$ cat config.mk
export PLATFORM = sky130hd
export DESIGN_NAME = tx_fifo_param
export DESIGN_NICKNAME = d
export VERILOG_FILES = /design/src/rtl/tx_fifo_param.sv
export SDC_FILE = /design/constraint.sdc
export NUM_CORES = 1
export LEC_CHECK = 0
export ABC_CLOCK_PERIOD_IN_PS = 7500
export CORE_AREA = 5 5 105 107
export DETAILED_ROUTE_END_ITERATION = 10
export DIE_AREA = 0 0 110 112
export HOLD_SLACK_MARGIN = 0.08
export PLACE_DENSITY = 0.79
export SLEW_MARGIN = 15
export SYNTH_ARGS = -nofsm -noshare
export SYNTH_HDL_FRONTEND = slang
export SYNTH_SLANG_ARGS = --single-unit
$ cat constraint.sdc
create_clock -name clk -period 7.5 [get_ports clk]
set_clock_uncertainty 0.1 [all_clocks]
set_input_delay 1.5 -clock clk [delete_from_list [all_inputs] [get_ports clk]]
set_output_delay 1.5 -clock clk [all_outputs]
set_load 0.01 [all_outputs]
$ cat src/rtl/tx_fifo_param.sv
// Parameterised first-word-fall-through transmit FIFO with threshold flags and synchronous flush.
// Define TX_FIFO_ERR_FLAGS_EN to add the sticky overflow/underflow outputs.
module tx_fifo_param #(
  parameter int DATA_WIDTH    = 8,
  parameter int DEPTH         = 16,
  parameter int AFULL_THRESH  = DEPTH - 2,
  parameter int AEMPTY_THRESH = 2
) (
  input  logic                     clk,
  input  logic                     n_rst,
  input  logic                     flush,
  input  logic                     write_enable,
  input  logic [DATA_WIDTH-1:0]    write_data,
  input  logic                     read_enable,
  output logic [DATA_WIDTH-1:0]    read_data,
  output logic                     fifo_empty,
  output logic                     fifo_full,
  output logic                     almost_full,
  output logic                     almost_empty,
  output logic [$clog2(DEPTH):0]   count
`ifdef TX_FIFO_ERR_FLAGS_EN
  ,
  output logic                     overflow,
  output logic                     underflow
`endif
);

  localparam int AW = $clog2(DEPTH);
  localparam int CW = AW + 1;

  localparam logic [CW-1:0] FULL_CNT   = CW'(DEPTH);
  localparam logic [CW-1:0] AFULL_CNT  = CW'(AFULL_THRESH);
  localparam logic [CW-1:0] AEMPTY_CNT = CW'(AEMPTY_THRESH);

  logic [DATA_WIDTH-1:0] mem [DEPTH];
  logic [AW-1:0]         wptr;
  logic [AW-1:0]         rptr;
  logic                  do_push;
  logic                  do_pop;

  // A pop frees a slot on the same edge, so a full FIFO still accepts a push alongside it.
  assign do_pop  = read_enable && !fifo_empty;
  assign do_push = write_enable && (!fifo_full || do_pop);

  assign fifo_empty   = (count == '0);
  assign fifo_full    = (count == FULL_CNT);
  assign almost_full  = (count >= AFULL_CNT);
  assign almost_empty = (count <= AEMPTY_CNT);
  assign read_data    = fifo_empty ? '0 : mem[rptr];

  // Storage: data only, never cleared.
  always_ff @(posedge clk) begin
    if (do_push && !flush) begin
      mem[wptr] <= write_data;
    end
  end

  // Control: pointers and occupancy.
  always_ff @(posedge clk or negedge n_rst) begin
    if (!n_rst) begin
      wptr  <= '0;
      rptr  <= '0;
      count <= '0;
    end else if (flush) begin
      wptr  <= '0;
      rptr  <= '0;
      count <= '0;
    end else begin
      if (do_push) begin
        wptr <= wptr + AW'(1);
      end
      if (do_pop) begin
        rptr <= rptr + AW'(1);
      end
      case ({do_push, do_pop})
        2'b10:   count <= count + CW'(1);
        2'b01:   count <= count - CW'(1);
        default: count <= count;
      endcase
    end
  end

`ifdef TX_FIFO_ERR_FLAGS_EN
  // Sticky error flags: held until flush or reset.
  always_ff @(posedge clk or negedge n_rst) begin
    if (!n_rst) begin
      overflow  <= 1'b0;
      underflow <= 1'b0;
    end else if (flush) begin
      overflow  <= 1'b0;
      underflow <= 1'b0;
    end else begin
      if (write_enable && !do_push) begin
        overflow <= 1'b1;
      end
      if (read_enable && fifo_empty) begin
        underflow <= 1'b1;
      end
    end
  end
`endif

endmodule

==> results.ini, run 1 <==
[sta]
tightest_slew_ps=1110
fin_crit_sh_pct=65.3
slew_violations=0
setup_tns_ps=0
finalCriticalPeriod_ps=4900
finalHoldViolations=0
rsz0062_at_grt=no
setup_viol=0
max_freq_ghz=0.204
max_slew_margin_pct=25.9

[finish]
fill_cells=665
diodes=0
nNetsFinal=376
synthToLayoutAreaGrowth_pct=16.9
drive_above_1_share_pct=20.2

[clock_tree]
postCtsSetupBuffers=0
clk_latency_ps=520
cts_tree=done
cts_resized=0
cts_root_buffer=clkbuf_8
holdBufCountCts=0
clk_pin_slew_ps=60
clockBufferDepth=2
clkSinkCount=141
cts_max_level=4
cts-buffers-inserted=17

[placed_design]
place_hpwl_um=7440
place.gp.congestion=0.837
io_buffers=29

[power]
combPwrFrac_pct=24.9
leakagePower_nw=2.20
net-switching-power_w=0.000638
swShare_pct=27.5
p_total_w=0.00232
p_clk_share_pct=35.4
powerDensity_mw_per_mm2=338
peakVddDrop_mv=0.180
intPower_w=0.00168
power_frac_seq_pct=39.7

[global_routing]
grt_overflow=0
grt_usage_pct=21.6
first_global_vias=3251
antenna_found_initial=0
grt_pass1_wl_um=19000
grt_max_degree=33

[detailed_routing]
via_count=3093
route.detailed.drc=0
met2_length_um=6260
met3WireLength_um=679
final_antenna_net_count=0
routed_via_density=6.15
drt-initial-drc-count=291
dr.pass1.iters=5
wl_met1_um=4900
highest_layer=met4
wirelength_um=12000
wl_per_cell_um=23.8

[synthesis]
syn_nets=341
ys_seq_area_share_pct=70.9
synthesis.area_mm2=0.00588
postSynth.asyncResetShare_pct=9.22
ys.flop_type=edfxtp_1
ys_types=43
yosysWarningCount=0
synth-edff-count=128
synthCells=319
avgSynthCellArea_um2=18.4
ys_ff_latch=141

[setup_path]
startpoint_type=flop
slowest_delay_ps=790
worstRegToRegCells=8
crit_arrival_ps=3300
required_ps=5900
crit_start=count[1]
crit_fanout=10
critPathCaptureType=primary output
crit_path_end=read_data[6]
cp_slowest_cell=o21ai_1
r2r-start=count[1]
path_cells=or4_1 -> o21ai_1 -> o22ai_1 -> clkdlybuf4s50_1
reg2reg_to=count[4]
path_class=reg2out
r2r_slack_ps=4340

[min_path]
hp-start=rptr[1]
hold_class=reg2reg

[floorplan]
die_y_um=112
die_w_um=110
rows=37
start_util_pct=58.5
core_area_mm2=0.0100
die_area_mm2=0.0123
io_pins=30

[run_status]
status=complete, no violations

[job]
cap_violations=0

cells by family after synthesis:
| kind of cell | share of synthesized area, % |
|---|---|
| adder cells (fa/ha/maj) | 2.04 |
| buffers and inverters | 1.75 |
| AO/OA/AOI/OAI | 4.58 |
| XOR/XNOR | 1.04 |
| AND/OR/NAND/NOR | 4.34 |
| flip-flops | 70.9 |
| multiplexers | 15.3 |
per-layer routing:
metal  GRT usage, %  vias to the layer above
li1               -                     1361
met1           29.6                     1597
met2           34.6                      124
met3           5.39                       11
met4           6.23                        0
met5              0                        -
cell usage in the layout (no fill, tap or decap), types with 4 or more instances in the layout:
| master | netlist | layout |
|---|---|---|
| dfrtp_1 | 13 | 12 |
| xnor2_1 | 4 | 4 |
| inv_1 | 7 | 7 |
| a21oi_1 | 4 | 4 |
| o22ai_1 | 8 | 8 |
| clkinvlp_4 | 0 | 6 |
| nand2_1 | 6 | 6 |
| clkdlybuf4s50_1 | 0 | 29 |
| nand3_1 | 6 | 6 |
| nor2_1 | 28 | 28 |
| edfxtp_1 | 128 | 128 |
| ha_1 | 8 | 8 |
| mux2i_1 | 18 | 18 |
| clkbuf_16 | 0 | 16 |
| mux4_2 | 32 | 32 |
registers in the layout, indices dropped and copies added, names as in the netlist:
signal  cells
wptr        4
count       5
mem       128
rptr        4
worst max-delay path, delay by kind of cell, from the launching register on:
| family | cells | cell delay, ps |
|---|---|---|
| compound gates | 2 | 980 |
| flops | 1 | 480 |
| buf+inv | 1 | 530 |
| simple gates | 1 | 780 |
cell type report:
class,count,area [um2],area share [%]
clock inverter,14,171,2.49
tap,136,170,2.48
multi-input combinational,155,1610,23.4
timing repair buffer,31,305,4.44
sequential,141,4170,60.7
inverter,8,30.0,0.437
clock buffer,18,418,6.08
synth_stat cells (2+ instances only):
master / instances / share of area (%)
xnor2_1: 4 / 0.60
o211ai_1: 2 / 0.26
nand2_1: 6 / 0.38
o22ai_1: 8 / 0.85
dfrtp_1: 13 / 5.5
mux4_2: 32 / 12
o21ai_0: 3 / 0.26
edfxtp_1: 128 / 65
o41ai_1: 2 / 0.30
a211oi_1: 2 / 0.26
buf_2: 7 / 0.60
mux2i_1: 18 / 3.1
nor2_1: 28 / 1.8
or2_2: 3 / 0.32
xor2_1: 3 / 0.45
nand3_1: 6 / 0.51
nor3_1: 3 / 0.26
clkbuf_1: 6 / 0.38
a21oi_1: 4 / 0.34
nor2b_1: 3 / 0.32
o21ai_1: 2 / 0.17
inv_1: 7 / 0.45
o2111ai_1: 2 / 0.30
ha_1: 8 / 1.7
power groups by stage:
stage | registers [W] | clock network (W) | logic (W)
after detailed placement | 0.000938 | 0 | 0.000584
final | 0.000923 | 0.000821 | 0.000578
after floorplan | 0.000918 | 0 | 0.000409
after CTS | 0.000923 | 0.000829 | 0.000589
after global routing | 0.000928 | 0.000872 | 0.000631
after global placement | 0.000937 | 0 | 0.000577
how the worst min path moves through the flow:
stage                         end  depth (start not counted)
after floorplan           rptr[2]                          2
after global placement    rptr[2]                          2
after detailed placement  rptr[1]                          2
after CTS                 rptr[1]                          2
after global routing      wptr[1]                          2
final                     rptr[1]                          2
stage by stage:
stage	setup WS (ps)	std cells	util [%]	instance area [um2]	hold WS, ps
after global placement	3230	471	62.5	6280	463
after detailed placement	3140	471	62.5	6280	501
after global routing	2440	503	68.4	6870	574
after CTS	2570	503	68.4	6870	533
final	2600	503	68.4	6870	523
after floorplan	4120	319	-	5880	435
Power figures use the tool's default switching activity.
==> inputs of run 2 (changes only) <==
==> config.mk (replaced) <==
export PLATFORM = sky130hd
export DESIGN_NAME = tx_fifo_param
export DESIGN_NICKNAME = d
export VERILOG_FILES = /design/src/rtl/tx_fifo_param.sv
export SDC_FILE = /design/constraint.sdc
export NUM_CORES = 1
export LEC_CHECK = 0
export ABC_CLOCK_PERIOD_IN_PS = 4200
export CORE_AREA = 5 5 111 113
export DETAILED_ROUTE_END_ITERATION = 10
export DIE_AREA = 0 0 116 118
export HOLD_SLACK_MARGIN = 0.08
export PLACE_DENSITY = 0.74
export SLEW_MARGIN = 15
export SYNTH_ARGS = -nofsm -noshare
export SYNTH_HDL_FRONTEND = slang
export SYNTH_SLANG_ARGS = --single-unit
==> constraint.sdc (replaced) <==
create_clock -name clk -period 4.2 [get_ports clk]
set_clock_uncertainty 0.1 [all_clocks]
set_input_delay 0.84 -clock clk [delete_from_list [all_inputs] [get_ports clk]]
set_output_delay 0.84 -clock clk [all_outputs]
set_load 0.01 [all_outputs]
==> run 2 against run 1 <==
Effect of this change:
- non-clock buffer count is 9 higher
- critical path depth stayed put
- worst hold slack worse by 30 ps
- die area is 11% higher
- worst setup slack worse by 2400 ps
- count of clock-buffer cells in the layout is 8 higher
- combinational power is 87% higher
- design area is 1.1% higher
- register-to-register slack worse by 3100 ps
- utilization is 6.5 points lower
==> results.ini, run 2 (synthesis gave the netlist of run 1 again) <==
[setup_path]
startpoint_type=flop
required_ps=3260
worstRegToRegCells=8
path_class=reg2out
critPathCaptureType=primary output
crit_arrival_ps=3100
crit_fanout=10

[global_routing]
first_global_vias=3151
met3_usage_pct=4.47
grt_max_degree=33
grt_pass1_wl_um=17800
grt_use_met1_pct=23.5
grt_overflow=0
antenna_found_initial=0
met2_usage_pct=28.9
grt_usage_pct=18.0
busiest_layer=met2

[finish]
final_common_cell=edfxtp_1
synthToLayoutAreaGrowth_pct=18.2
nNetsFinal=385
drive_above_1_share_pct=20.7
fill_cells=786
diodes=0
final_cell_mix=edfxtp_1 (128), mux4_2 (32), clkdlybuf4s50_1 (29)
largest_reg_flops=128
max_flop_register=mem
top_regs=mem (128), count (5)

[power]
peakVddDrop_mv=0.316
powerDensity_mw_per_mm2=598
p_total_w=0.00416
leakagePower_nw=2.26

[floorplan]
die_area_mm2=0.0137
core_area_mm2=0.0112
start_util_pct=52.4
rows=39
die_y_um=118
io_pins=30
die_w_um=116

[detailed_routing]
final_antenna_net_count=0
routed_via_density=5.81
drt-initial-drc-count=230
via_count=3013
route.detailed.drc=0
wirelength_um=11500
wl_per_cell_um=22.1
dr.pass1.iters=5

[clock_tree]
clk_latency_ps=410
postCtsSetupBuffers=0
cts_root_buffer=clkbuf_16
clockBufferDepth=2
clk_pin_slew_ps=60
holdBufCountCts=0
cts_max_level=4
cts-buffers-inserted=17
cts_tree=done
cts_resized=0
clkSinkCount=141

[sta]
slew_violations=0
finalHoldViolations=0
fin_crit_sh_pct=96.2
max_slew_margin_pct=43.5
tightest_slew_ps=844
whs_ps=493
setup_tns_ps=0
setup_viol=0
rsz0062_at_grt=no
max_freq_ghz=0.247
finalCriticalPeriod_ps=4040

[placed_design]
place_hpwl_um=7450
io_buffers=29
place.gp.congestion=0.838

[min_path]
whs_path_depth=2
hold_class=reg2reg

[run_status]
status=complete, no violations

[job]
cap_violations=0

-- run 2: final cells by class --
type	instances	area [um2]	share of cell area, %
multi-input cells	155	1610	23.1
repair buffers	40	385	5.55
clock buffers	26	489	7.04
well taps	143	179	2.58
clock inverters	6	86.3	1.24
flip-flops and latches	141	4170	60.0
inverters	8	30.0	0.432
-- run 2: path summary, 6_finish.rpt --
check,from,endpoint,slack [ps]
min reg2reg,rptr[2],rptr[2],490
max in group asynchronous,n_rst,rptr[0],2840
max,count[1],read_data[6],160
max reg2reg,count[1],count[4],1200
min,rptr[2],rptr[2],490
min in group asynchronous,n_rst,count[0],720
-- run 2: where the power goes --
group	internal, W	switching (W)
sequential	0.00157	0.0000743
combinational	0.000551	0.000527
clock	0.000921	0.000512
-- run 2: routing by layer --
metal,wire [um],up-vias
met3,535,16
met4,237,0
met1,4900,1522
met2,5810,92
met5,0,-
li1,-,1383
-- run 2: worst max-delay path, stage by stage (launching register included) --
cell	delay (ps)
dfrtp_1	480
or4_1	790
o21ai_1	720
o22ai_1	180
clkdlybuf4s50_1	520
-- run 2: stage by stage --
| stage | std cells | setup WS (ps) | utilization [%] | area (um2) |
|---|---|---|---|---|
| 3_5_place_dp | 487 | 601 | 56.8 | 6370 |
| 6_report | 519 | 159 | 61.9 | 6950 |
| 3_3_place_gp | 487 | 665 | 56.8 | 6370 |
| 4_1_cts | 519 | 170 | 61.9 | 6950 |
| 2_1_floorplan | 319 | 1480 | - | 5880 |
| 5_1_grt | 519 | 44.9 | 61.9 | 6950 |
==> RTL change 1, RTL diff (flow settings as in run 1) <==
Change the parameter `DATA_WIDTH` from 8 to 7.
--- a/src/rtl/tx_fifo_param.sv
+++ b/src/rtl/tx_fifo_param.sv
@@ -3,3 +3,3 @@
 module tx_fifo_param #(
-  parameter int DATA_WIDTH    = 8,
+  parameter int DATA_WIDTH    = 7,
   parameter int DEPTH         = 16,
Ports: changed (resized read_data and write_data); port bits go from 30 to 28. No check against the original RTL was run, so the function may have changed too.
==> RTL change 1 against run 1 <==
  * Via count down 7.4%
  * Power fell by 6.0%
  * Area after synthesis decreased by 10%
  * Design area is 9.0% lower
  * Setup slack improved by 0.078 ns
  * Sequential cell count fell by 16
  * Routed wire length is 10% lower
  * Critical path type unchanged
  * Largest cell class unchanged
  * Largest power group unchanged
  * Highest routed layer unchanged
==> RTL change 1: results (changes against run 1) <==
max_slew_margin_pct: 30.2  # was 25.9%
antenna_cells: 0  # unchanged
cts_buffers: 17  # unchanged
ys_warn_count: 0  # unchanged
reg.largest.list: "mem (112), count (5)"  # was mem (128), count (5)
worstPathArrival_ns: 3.22  # was 3.30 ns
clk_pin_slew_ns: 0.06  # about the same
synth_commonest_cells: "edfxtp_1, mux4_2, nor2_1"  # unchanged
cts-root-buf: "clkbuf_8"  # unchanged
synthArstFlopShare_pct: 10.4  # was 9.22%
drt_iter0_drc: 196  # was 291
place_inst: 445  # was 471
cts_resized: 0  # unchanged
clock_path_buffers: 2  # unchanged
grt_max_degree: 32  # was 33
synth_edf_count: 112  # was 128
h-tree-depth: 4  # unchanged
ys_seq_area_share_pct: 70.0  # was 70.9%
grt_antenna_before_repair: 0  # unchanged
grt_pass1_wl_mm: 16.6  # was 19.0 mm
nNetsFinal: 349  # was 376
fin_cells: 477  # was 503
crit_fanout: 10  # unchanged
cts_setup_buffers: 0  # unchanged
avgRoutedWirePerCell_um: 22.6  # was 23.8 um
gp_congestion: 0.899  # was 0.837
status: "complete, no violations"  # unchanged
grt_usage_pct: 18.9  # was 21.6%
ir_drop_uv: 245  # was 180 uV
leakagePower_nw: 2.03  # was 2.20 nW
grt_pass1_vias: 2949  # was 3251
syn-num-nets: 315  # was 341
insertion_delay_ns: 0.52  # about the same
vias: 2864  # was 3093
synth_area_per_cell_um2: 17.9  # was 18.4 um^2
hp-class: "flip-flop to flip-flop"  # unchanged
port-buffer-count: 27  # was 29
firstDrtPassIters: 5  # unchanged
intPower_mw: 1.56  # was 1.68 mW
cts_hold_buf: 0  # unchanged
synth.area.top_cells: "edfxtp_1, mux4_2, dfrtp_1, mux2i_1, nor2_1"  # unchanged
drive_gt1_share_pct: 20.2  # about the same
hpwl_mm: 6.40  # was 7.44 mm
ys_types: 43  # unchanged
==> RTL change 1: changes by cell type after synthesis <==
cell	run 1	this run
o22ai_1	8	7
mux4_2	32	28
mux2i_1	18	16
edfxtp_1	128	112
buf_2	7	5
==> RTL change 1: logic make-up after synthesis <==
group	Yosys count	synth area share, %
flip-flops	125	70.0
AND/OR/NAND/NOR	55	4.84
multiplexers	44	15.0
AO/OA/AOI/OAI	33	4.98
buffers and inverters	21	1.76
adder cells (fa/ha/maj)	9	2.28
XOR/XNOR	7	1.16
==> RTL change 1: path summary, 6_finish.rpt <==
path | from | to | slack [ns] | cells past startpoint
worst max-delay path | count[1] | read_data[4] | 2.68 | 4
worst min-delay path | wptr[3] | wptr[3] | 0.52 | 2
worst max register to register | count[1] | count[4] | 4.44 | 8
worst min register to register | wptr[3] | wptr[3] | 0.52 | 2
max in group asynchronous | n_rst | rptr[0] | 5.54 | 1
min in group asynchronous | n_rst | count[3] | 1.29 | 1
==> RTL change 1: critical path: stages (launching register included) <==
cell and delay, ns:
dfrtp_1 0.48, or4_1 0.79, o21ai_1 0.63, o22ai_1 0.24
clkdlybuf4s50_1 0.55
==> RTL change 1: power by group through the flow <==
| stage | combinational, mW | clock [mW] | sequential [mW] |
|---|---|---|---|
| after floorplan | 0.373 | 0 | 0.818 |
| after global placement | 0.478 | 0 | 0.878 |
| after detailed placement | 0.491 | 0 | 0.880 |
| after CTS | 0.501 | 0.830 | 0.867 |
| after global routing | 0.534 | 0.868 | 0.876 |
| final | 0.499 | 0.822 | 0.863 |
==> RTL change 1: stage by stage <==
step                cell area [um^2]  hold slack (ns)  utilization (%)  worst slack (ns)
floorplan                       5270            0.435                -              4.13
global placement                5660            0.473             56.3              3.31
detailed placement              5660            0.496             56.3              3.29
CTS                             6260            0.511             62.3              2.69
global route                    6260            0.563             62.3              2.55
finish                          6260            0.516             62.3              2.68
==> RTL change 1: cell type report <==
cell class	count	area (um^2)
clock buffer	18	418
fill	694	3790
inverter	8	30.0
timing repair buffer	28	278
clock inverter	14	180
tap	136	170
sequential	125	3690
multi-input combinational	148	1490
==> RTL change 1: per-layer routing <==
layer  vias up  wire (um)  track usage [%]  share of wire [%]
li1       1247          -                -                  -
met1      1473       4410             25.0                 41
met2       125       5550             30.3                 51
met3        19        655             4.99                6.1
met4         0        153             6.57                1.4
met5         -          0                0                  0
==> RTL change 2, RTL diff (flow settings as in run 1) <==
Made on the original files. Put one more register stage on the output `count`, with the module's reset. The value now appears one clock later. The other outputs are not delayed to match.
--- a/src/rtl/tx_fifo_param.sv
+++ b/src/rtl/tx_fifo_param.sv
@@ -34,2 +34,4 @@
 
+  logic [$clog2(DEPTH):0] count_s0;
+
   logic [DATA_WIDTH-1:0] mem [DEPTH];
@@ -44,6 +46,6 @@
 
-  assign fifo_empty   = (count == '0);
-  assign fifo_full    = (count == FULL_CNT);
-  assign almost_full  = (count >= AFULL_CNT);
-  assign almost_empty = (count <= AEMPTY_CNT);
+  assign fifo_empty   = (count_s0 == '0);
+  assign fifo_full    = (count_s0 == FULL_CNT);
+  assign almost_full  = (count_s0 >= AFULL_CNT);
+  assign almost_empty = (count_s0 <= AEMPTY_CNT);
   assign read_data    = fifo_empty ? '0 : mem[rptr];
@@ -62,3 +64,3 @@
       rptr  <= '0;
-      count <= '0;
+      count_s0 <= '0;
     end else if (flush) begin
@@ -66,3 +68,3 @@
       rptr  <= '0;
-      count <= '0;
+      count_s0 <= '0;
     end else begin
@@ -75,5 +77,5 @@
       case ({do_push, do_pop})
-        2'b10:   count <= count + CW'(1);
-        2'b01:   count <= count - CW'(1);
-        default: count <= count;
+        2'b10:   count_s0 <= count_s0 + CW'(1);
+        2'b01:   count_s0 <= count_s0 - CW'(1);
+        default: count_s0 <= count_s0;
       endcase
@@ -102,2 +104,10 @@
 
+  always_ff @(posedge clk or negedge n_rst) begin
+    if (!n_rst) begin
+      count <= '0;
+    end else begin
+      count <= count_s0;
+    end
+  end
+
 endmodule
Check against the original RTL: not equivalent (Yosys sat finds a counterexample within 4 cycles, from zero or initial values and one cycle with n_rst low).
==> RTL change 2 against run 1 <==
  * Synthesized cell count rose by 4.7%
  * Setup slack improved by 0.11 ns
  * Register-to-register slack improved by 0.49 ns
  * Routed wire length fell by 3.8%
  * Sequential cell count rose by 5
  * Power barely moved
  * Area after synthesis rose by 3.4%
  * Design area rose by 2.4%
  * Sequential power rose by 6.3%
  * Global-route usage fell by 0.60 points
  * Count of clock-buffer cells in the layout did not move
  * Hold slack got worse by 0.074 ns
  * Largest cell class unchanged
  * Largest power group unchanged
==> RTL change 2: results (changes against run 1) <==
cts_setup_buffers: 0  # unchanged
nNetsFinal: 388  # was 376
reg.largest.list: "mem (128), count (5), count_s0 (5)"  # was mem (128), count (5)
hold_start: "count_s0[2]"  # was rptr[1]
syn-num-nets: 356  # was 341
grt_antenna_before_repair: 0  # unchanged
grt_pass1_vias: 3342  # was 3251
synth_edf_count: 128  # unchanged
via_per_inst: 6.10  # was 6.15
drive_gt1_share_pct: 17.9  # was 20.2%
grt_max_degree: 36  # was 33
max_slew_margin_pct: 30.4  # was 25.9%
clk_pin_slew_ns: 0.06  # about the same
insertion_delay_ns: 0.52  # about the same
firstDrtPassIters: 4  # was 5
grt_pass1_wl_mm: 18.5  # was 19.0 mm
gp_congestion: 0.786  # was 0.837
synth_top_flop_cell: "edfxtp_1"  # unchanged
startpoint: "rptr[1]"  # was count[1]
comb_power_share_pct: 21.9  # was 24.9%
reg2reg_to: "mem[8][5]"  # was count[4]
ys_types: 43  # unchanged
cpPeakStageDelay_ns: 1.01  # was 0.79 ns
finalWirelength_mm: 11.5  # was 12.0 mm
synthArstFlopShare_pct: 12.3  # was 9.22%
hpwl_mm: 7.09  # was 7.44 mm
drt_iter0_drc: 313  # was 291
crit_fanout: 35  # was 10
ys_seq_area_share_pct: 70.6  # was 70.9%
ir_drop_uv: 210  # was 180 uV
port-buffer-count: 29  # unchanged
rr_worst_depth: 4  # was 8
rr_startpoint: "count_s0[1]"  # was count[1]
grt_usage_pct: 21.0  # was 21.6%
endpoint: "read_data[1]"  # was read_data[6]
status: "complete, no violations"  # unchanged
leakagePower_nw: 2.31  # was 2.20 nW
antenna_cells: 0  # unchanged
holdPathEnd: "count[2]"  # was rptr[1]
cp_slowest_cell: "dfrtp_2"  # was o21ai_1
ys_warn_count: 0  # unchanged
clk-power_mw: 0.835  # was 0.821 mW
final.fill_count: 662  # was 665
hp-class: "flip-flop to flip-flop"  # unchanged
min_path_cells: 0  # was 2
holdWs_ns: 0.448  # was 0.523 ns
cts-root-buf: "clkbuf_8"  # unchanged
synth_commonest_cells: "edfxtp_1, nor2_1, mux4_2"  # was edfxtp_1, mux4_2, nor2_1
r2r_setup_slack_ns: 4.83  # was 4.34 ns
h-tree-depth: 4  # unchanged
synth.area.top_cells: "edfxtp_1, mux4_2, dfrtp_1, a211oi_1, nor2_1"  # was edfxtp_1, mux4_2, dfrtp_1, mux2i_1, nor2_1
cts_buffers: 17  # unchanged
cts_resized: 0  # unchanged
p_sw_share_pct: 26.0  # was 27.5%
clock_path_buffers: 2  # unchanged
RTL change 2: layout make-up:
type | count | area [um^2] | share of cell area [%]
multi-input cells | 164 | 1660 | 23.6
well taps | 136 | 170 | 2.42
clock buffers | 18 | 418 | 5.94
flip-flops and latches | 146 | 4300 | 61.0
clock inverters | 14 | 169 | 2.40
repair buffers | 31 | 305 | 4.34
inverters | 6 | 22.5 | 0.320
RTL change 2: cell families (layout without fill, tap and decap cells):
family                     count (synthesis)  in the layout  synth area share, %
adders and majority gates                  9              9                 1.98
buffers and inverters                     24             69                 2.06
muxes                                     46             46                 14.2
AOI/OAI and AO/OA                         33             33                 4.24
DFF                                      146            146                 70.6
xor gates and xnor gates                   7              7                 1.01
and+or+nand+nor                           69             69                 5.85
RTL change 2: per-stage QoR:
stage | cells | power [mW] | setup slack [ns] | utilization [%] | cell area [um^2]
floorplan | 334 | 1.32 | 4.07 | - | 6080
detailed placement | 483 | 1.51 | 3.18 | 64.2 | 6450
finish | 515 | 2.32 | 2.71 | 70.1 | 7040
CTS | 515 | 2.34 | 2.64 | 70.1 | 7040
global route | 515 | 2.43 | 2.50 | 70.1 | 7040
global placement | 483 | 1.50 | 3.21 | 64.2 | 6450
RTL change 2: worst max-delay path: cells and delay by family (launching register included):
family | cells | cell delay [ns]
muxes | 1 | 0.59
AOI/OAI and AO/OA | 2 | 0.40
and+or+nand+nor | 1 | 0.14
buffers and inverters | 1 | 0.52
DFF | 1 | 1.01
RTL change 2: per-layer routing:
layer	GRT usage [%]	wire, um	vias up
met5	0	0	-
met4	6.82	189	0
met3	6.09	581	16
met2	33.4	5790	104
met1	28.1	4960	1627
li1	-	-	1392
